### config.mk
export PLATFORM = sky130hd
export DESIGN_NAME = cardinal_nic_flat
export DESIGN_NICKNAME = d
export VERILOG_FILES = /design/src/rtl/cardinal_nic_pkg.sv /design/src/rtl/cardinal_nic_if.sv /design/src/rtl/cardinal_nic_channel_buf.sv /design/src/rtl/cardinal_nic.sv /design/src/flat_wrapper.sv
export SDC_FILE = /design/constraint.sdc
export NUM_CORES = 1
export LEC_CHECK = 0
export ABC_AREA = 1
export CAP_MARGIN = 20
export CORE_MARGIN = 1.5
export CORE_UTILIZATION = 25
export CTS_CLUSTER_SIZE = 40
export DETAILED_ROUTE_END_ITERATION = 7
export HOLD_SLACK_MARGIN = 0.15
export PLACE_DENSITY_LB_ADDON = 0.12
export SLEW_MARGIN = 25
export SYNTH_ARGS = -nofsm -noshare
export SYNTH_HDL_FRONTEND = slang
export SYNTH_HIERARCHICAL = 1
export SYNTH_SLANG_ARGS = --single-unit
### constraint.sdc
create_clock -name Clock -period 3.69 [get_ports Clock]
set_input_delay 0.738 -clock Clock [delete_from_list [all_inputs] [get_ports Clock]]
set_output_delay 0.738 -clock Clock [all_outputs]
set_load 0.02 [all_outputs]
### src/rtl/cardinal_nic_pkg.sv
// Shared definitions for the Cardinal NIC: register-window addresses,
// packet word type, VC bit position and the channel-buffer state encoding.
package cardinal_nic_pkg;

  typedef logic [0:63] packet_t;

  localparam logic [0:1] NIC_IN_BUF   = 2'b00;
  localparam logic [0:1] NIC_IN_STAT  = 2'b01;
  localparam logic [0:1] NIC_OUT_BUF  = 2'b10;
  localparam logic [0:1] NIC_OUT_STAT = 2'b11;

  // Packet bit 0 (MSB, big-endian numbering) selects the virtual channel.
  localparam int unsigned VC_BIT = 0;

  // A channel buffer's state is its full flag.
  typedef enum logic {
    BUF_EMPTY = 1'b0,
    BUF_FULL  = 1'b1
  } buf_state_e;

endpackage

### src/rtl/cardinal_nic_if.sv
// Bundle of processor-side register-window signals and ring-router local-port
// signals for the Cardinal NIC.
//   slave  : NIC view (drives d_out, net_ri, net_so, net_do)
//   master : processor + router view (drives everything else)
interface cardinal_nic_if #(
  parameter int unsigned DATA_WIDTH = 64,
  parameter int unsigned ADDR_WIDTH = 2
);
  logic [0:ADDR_WIDTH-1] addr;
  logic [0:DATA_WIDTH-1] d_in;
  logic [0:DATA_WIDTH-1] d_out;
  logic                  nicEn;
  logic                  nicWrEn;
  logic                  net_si;
  logic                  net_ri;
  logic [0:DATA_WIDTH-1] net_di;
  logic                  net_so;
  logic                  net_ro;
  logic [0:DATA_WIDTH-1] net_do;
  logic                  net_polarity;

  modport slave (
    input  addr, d_in, nicEn, nicWrEn,
    input  net_si, net_di, net_ro, net_polarity,
    output d_out, net_ri, net_so, net_do
  );

  modport master (
    output addr, d_in, nicEn, nicWrEn,
    output net_si, net_di, net_ro, net_polarity,
    input  d_out, net_ri, net_so, net_do
  );
endinterface

### src/rtl/cardinal_nic_channel_buf.sv
// nic_channel_buf: single-entry packet buffer with a full flag.
//   Clock, Reset : clock, synchronous active-high reset
//   load_i       : capture data_i (honoured only when empty)
//   unload_i     : release the entry (honoured only when full)
//   data_i       : incoming word
//   data_o       : buffered word (stale contents remain visible when empty)
//   full_o       : buffer holds a valid entry
module nic_channel_buf
  import cardinal_nic_pkg::*;
#(
  parameter int unsigned WIDTH = 64
) (
  input  logic             Clock,
  input  logic             Reset,
  input  logic             load_i,
  input  logic             unload_i,
  input  logic [0:WIDTH-1] data_i,
  output logic [0:WIDTH-1] data_o,
  output logic             full_o
);

  buf_state_e       state_q;
  logic [0:WIDTH-1] data_q;

  // Load is only seen in EMPTY and unload only in FULL, so a same-edge
  // load+unload can never both take effect.
  always_ff @(posedge Clock) begin
    if (Reset) begin
      state_q <= BUF_EMPTY;
      data_q  <= '0;
    end else begin
      case (state_q)
        BUF_EMPTY: begin
          if (load_i) begin
            data_q  <= data_i;
            state_q <= BUF_FULL;
          end
        end
        BUF_FULL: begin
          if (unload_i) state_q <= BUF_EMPTY;
        end
        default: state_q <= BUF_EMPTY;
      endcase
    end
  end

  assign data_o = data_q;
  assign full_o = (state_q == BUF_FULL);

endmodule

### src/rtl/cardinal_nic.sv
// cardinal_nic: maps processor loads/stores on a 4-word register window onto
// packet traffic at the ring router's local port.
//   Clock, Reset : clock, synchronous active-high reset
//   bus (slave)  : addr/d_in/d_out/nicEn/nicWrEn processor side,
//                  net_si/net_ri/net_di ingress, net_so/net_ro/net_do egress,
//                  net_polarity current ring polarity
// Registers: 00 input buffer (read clears full), 01 input status,
//            10 output buffer (write), 11 output status.
module cardinal_nic
  import cardinal_nic_pkg::*;
#(
  parameter int unsigned DATA_WIDTH = 64,
  parameter int unsigned ADDR_WIDTH = 2
) (
  input  logic           Clock,
  input  logic           Reset,
  cardinal_nic_if.slave  bus
);

  logic [0:ADDR_WIDTH-1] addr;
  logic [0:DATA_WIDTH-1] in_data, out_data;
  logic [0:DATA_WIDTH-1] in_stat, out_stat;
  logic [0:DATA_WIDTH-1] d_out_d, d_out_q;
  logic                  in_full, out_full;
  logic                  rd_en, wr_out;
  logic                  in_load, in_unload;
  logic                  out_load, net_so;

  assign addr   = bus.addr;
  assign rd_en  = bus.nicEn & ~bus.nicWrEn;
  assign wr_out = bus.nicEn & bus.nicWrEn & (addr == NIC_OUT_BUF);

  assign in_load   = bus.net_si & ~in_full;
  assign in_unload = rd_en & (addr == NIC_IN_BUF);

  // Write accepted only if the buffer was empty before this edge; a write
  // racing a drain is dropped.
  assign out_load = wr_out & ~out_full;

  // Egress only on cycles whose polarity matches the packet's VC.
  assign net_so = out_full & bus.net_ro & (out_data[VC_BIT] == bus.net_polarity);

  nic_channel_buf #(.WIDTH(DATA_WIDTH)) u_in_buf (
    .Clock    (Clock),
    .Reset    (Reset),
    .load_i   (in_load),
    .unload_i (in_unload),
    .data_i   (bus.net_di),
    .data_o   (in_data),
    .full_o   (in_full)
  );

  nic_channel_buf #(.WIDTH(DATA_WIDTH)) u_out_buf (
    .Clock    (Clock),
    .Reset    (Reset),
    .load_i   (out_load),
    .unload_i (net_so),
    .data_i   (bus.d_in),
    .data_o   (out_data),
    .full_o   (out_full)
  );

  always_comb begin
    in_stat                 = '0;
    in_stat[DATA_WIDTH-1]   = in_full;
    out_stat                = '0;
    out_stat[DATA_WIDTH-1]  = out_full;
  end

  always_comb begin
    d_out_d = d_out_q;
    if (rd_en) begin
      case (addr)
        NIC_IN_BUF:   d_out_d = in_data;
        NIC_IN_STAT:  d_out_d = in_stat;
        NIC_OUT_STAT: d_out_d = out_stat;
        default:      d_out_d = '0;
      endcase
    end
  end

  always_ff @(posedge Clock) begin
    if (Reset) d_out_q <= '0;
    else       d_out_q <= d_out_d;
  end

  assign bus.d_out  = d_out_q;
  assign bus.net_ri = ~in_full;
  assign bus.net_so = net_so;
  assign bus.net_do = out_data;

endmodule
### src/flat_wrapper.sv
// flat-port wrapper written by rule: the top's interface ports become plain ports
module cardinal_nic_flat import cardinal_nic_pkg::*;
#(
  parameter int unsigned DATA_WIDTH = 64,
  parameter int unsigned ADDR_WIDTH = 2
)
  (Clock, Reset, bus_addr, bus_d_in, bus_nicEn, bus_nicWrEn, bus_net_si, bus_net_di, bus_net_ro, bus_net_polarity, bus_d_out, bus_net_ri, bus_net_so, bus_net_do);
  cardinal_nic_if #(.DATA_WIDTH(DATA_WIDTH), .ADDR_WIDTH(ADDR_WIDTH)) bus_i ();
  input  logic Clock;
  input  logic Reset;
  input wire logic [$bits(bus_i.addr)-1:0] bus_addr;
  input wire logic [$bits(bus_i.d_in)-1:0] bus_d_in;
  input wire logic [$bits(bus_i.nicEn)-1:0] bus_nicEn;
  input wire logic [$bits(bus_i.nicWrEn)-1:0] bus_nicWrEn;
  input wire logic [$bits(bus_i.net_si)-1:0] bus_net_si;
  input wire logic [$bits(bus_i.net_di)-1:0] bus_net_di;
  input wire logic [$bits(bus_i.net_ro)-1:0] bus_net_ro;
  input wire logic [$bits(bus_i.net_polarity)-1:0] bus_net_polarity;
  output wire logic [$bits(bus_i.d_out)-1:0] bus_d_out;
  output wire logic [$bits(bus_i.net_ri)-1:0] bus_net_ri;
  output wire logic [$bits(bus_i.net_so)-1:0] bus_net_so;
  output wire logic [$bits(bus_i.net_do)-1:0] bus_net_do;
  assign bus_i.addr = bus_addr;
  assign bus_i.d_in = bus_d_in;
  assign bus_i.nicEn = bus_nicEn;
  assign bus_i.nicWrEn = bus_nicWrEn;
  assign bus_i.net_si = bus_net_si;
  assign bus_i.net_di = bus_net_di;
  assign bus_i.net_ro = bus_net_ro;
  assign bus_i.net_polarity = bus_net_polarity;
  assign bus_d_out = bus_i.d_out;
  assign bus_net_ri = bus_i.net_ri;
  assign bus_net_so = bus_i.net_so;
  assign bus_net_do = bus_i.net_do;
  cardinal_nic #(.DATA_WIDTH(DATA_WIDTH), .ADDR_WIDTH(ADDR_WIDTH)) u_core (.Clock(Clock), .Reset(Reset), .bus(bus_i));
endmodule
==> reports/metrics.csv <==
stage,metric,value,unit
outcome,status,"finished, final reports clean",
setup_path,end_kind,output pin,
floorplanning,die_y,181,um
detailed_routing,drt_iter0_drc,359,
setup_path,required,2950,ps
cts,cts_root_buf,clkbuf_16,
sta,slew-limit-headroom,41.5,%
cells_and_area,mostFrequentLayoutCells,"clkdlybuf4s50_1, nor2_1, nand2_1, dfxtp_1, inv_1",
sta,fin_skew,11.1,ps
global_route,grt_pass1_vias,6908,
cts,clkSlewWorstSetupHoldPaths,70,ps
global_route,grt.total_usage,15.3,%
floorplanning,die_x,181,um
worst_hold_path,min_path_type,flip-flop to flip-flop,
synthesis,synth.distinct_cells,19,
cts,tritoncts,built,
synthesis,synth_warnings,6,
cts,numClockSinks,194,
synthesis,ys_seq_area_share,49.0,%
sta,maxSlewViolCount,0,
synthesis,netlist.top_cell.by_area,dfxtp_1,
detailed_routing,via_per_inst,4.14,
floorplanning,rows,65,
sta,finalSetupTns,0,ps
detailed_routing,finalWirelength,25.0,mm
sta,fmax,346,MHz
synthesis,syn-num-nets,1273,
cts,cts-htree-levels,4,
global_route,grt_antenna_before_repair,2,
sta,worstMarginPinSlew,878,ps
cells_and_area,fin_nets,1500,
worst_hold_path,hp-start,u_core/u_in_buf/data_o[30],
cells_and_area,diodes,0,
setup_path,crit_chain,clkdlybuf4s50_1 -> xor2_1 -> nor2_1 -> clkdlybuf4s50_1,
power_and_ir_drop,leakage,0.00482,uW
sta,hold_ws,458,ps
synthesis,synthCells,1136,
cts,cts_resized,0,
setup_path,path_class,input port to output pin,
setup_path,cp_slowest_cell,clkdlybuf4s50_1,
sta,rsz0062_at_grt,false,
cells_and_area,n_fill_cell,3480,
global_route,gr-total-overflow,0,
synthesis,synthesis.area,0.00793,mm2
detailed_routing,ant_nets,0,
power_and_ir_drop,pwr_density_cell,424,mW/mm2
run,maxCapViolCount,0,
floorplanning,die_area,0.0328,mm2
setup_path,cp_max_fo,2,
cts,cts_buffers,17,
floorplanning,coreArea,0.0314,mm2
synthesis,synth.avg_cell_area,6.98,um2
synthesis,ys_top_cells_by_area,"dfxtp_1, nor2_1, nand2_1, nand3_1, inv_1",
detailed_routing,via_count,7357,
sta,final-hold-violation-count,0,
setup_path,cpMostUsedCell,clkdlybuf4s50_1,
synthesis,synth_top_area_share,49.0,%
cells_and_area,area_delta_synth_final,44.0,%
sta,finalCritPeriodShare,78.2,%
placed_design,dp_hpwl,16.1,mm
detailed_routing,first_pass_iters,5,
global_route,grt_first_pass_wirelength,39.1,mm
detailed_routing,wl_per_cell,14.1,um
synthesis,yosys_register_bits,194,
setup_path,rr_startpoint,u_core/u_out_buf/full_o,
placed_design,finalWeightedCongestion,0.732,
power_and_ir_drop,vdd_drop_max,0.306,mV
placed_design,portBuffers,266,
floorplanning,io_pins,267,
cts,insertion_delay,430,ps
global_route,grt_max_degree,66,
sta,period_minus_slack,2890,ps
cells_and_area,drive_gt1_share,5.67,%
setup_path,crit_path_start,bus_net_polarity,
sta,finalSetupViolations,0,
cts,cts_hold_buf,0,
floorplanning,start_util,25.3,%
setup_path,slowest_delay,620,ps
setup_path,arrival,2150,ps
cells_and_area,final_common_cell,clkdlybuf4s50_1,
detailed_routing,drcViolationCount,0,
setup_path,worstSetupStartpointType,input port,
cts,clockBufferDepth,2,
cts,cts_setup_buffers,0,
logic make-up after synthesis:
| family | share of synthesized area, % |
|---|---|
| AO/OA/AOI/OAI | 4.53 |
| XOR/XNOR | 0.110 |
| buffers and inverters | 12.4 |
| flip-flops | 49.0 |
| AND/OR/NAND/NOR | 34.0 |
synth_stat cells:
master	number
nand2_2	10
dfxtp_1	194
buf_8	1
a21oi_2	9
clkbuf_1	12
nor2_1	262
inv_2	5
buf_6	16
buf_1	10
nor2_4	3
nor4_1	1
buf_2	31
xor2_1	1
inv_1	137
nand3_1	129
a21oi_1	56
nand2_1	256
and2_1	1
buf_4	2
path summary, 6_finish.rpt:
kind                                               endpoint  slack [ps]  depth (start not counted)
worst max-delay path                             bus_net_so         800                          4
worst min-delay path                   u_core/bus.d_out[30]         460                          2
worst max register to register  u_core/u_out_buf/data_o[26]        1840                          5
worst min register to register         u_core/bus.d_out[30]         460                          2
flip-flops by register name (all words and copies together) (netlist names):
| signal | cells |
|---|---|
| u_core/u_out_buf/full_o | 1 |
| u_core/bus.d_out | 64 |
| u_core/u_out_buf/data_o | 64 |
| u_core/u_in_buf/full_o | 1 |
| u_core/u_in_buf/data_o | 64 |
critical path, delay by kind of cell:
family	cells	cell delay [ps]
xor+xnor	1	210
simple gates	1	150
buf+inv	2	1050
through the flow:
| stage | setup slack (ps) | std cells | power (uW) | cell area, um2 | utilization, % |
|---|---|---|---|---|---|
| final | 804 | 1778 | 4840 | 11400 | 36.4 |
| after global routing | 740 | 1778 | 5090 | 11400 | 36.4 |
| after CTS | 789 | 1778 | 4940 | 11400 | 36.4 |
| after detailed placement | 800 | 1746 | 2980 | 10800 | 34.5 |
| after global placement | 781 | 1746 | 2980 | 10800 | 34.5 |
| after floorplan | 1750 | 1136 | 2670 | 7930 | - |
report_power, final:
group	switching (uW)	leakage (uW)	internal [uW]
sequential	55.3	0.00158	2200
combinational	358	0.00294	309
clock	882	0.000295	1040
total	1290	0.00482	3540
layer usage:
metal	routed length [um]	part of all wire [%]	up-vias	GRT usage [%]
met5	26	0.10	-	0
met1	11900	48	3264	20.0
met3	1760	7.0	17	4.78
met2	11100	44	205	24.3
li1	-	-	3867	-
met4	206	0.82	4	3.83
cell type report:
cell class / instances / area [um2] / share of cell area, %
clock buffer: 19 / 443 / 3.88
tap: 402 / 503 / 4.40
sequential: 194 / 3880 / 34.0
multi-input combinational: 728 / 3080 / 27.0
timing repair buffer: 280 / 2830 / 24.7
clock inverter: 13 / 151 / 1.33
inverter: 142 / 533 / 4.67
Note: power is estimated with default switching activity, not from simulation.
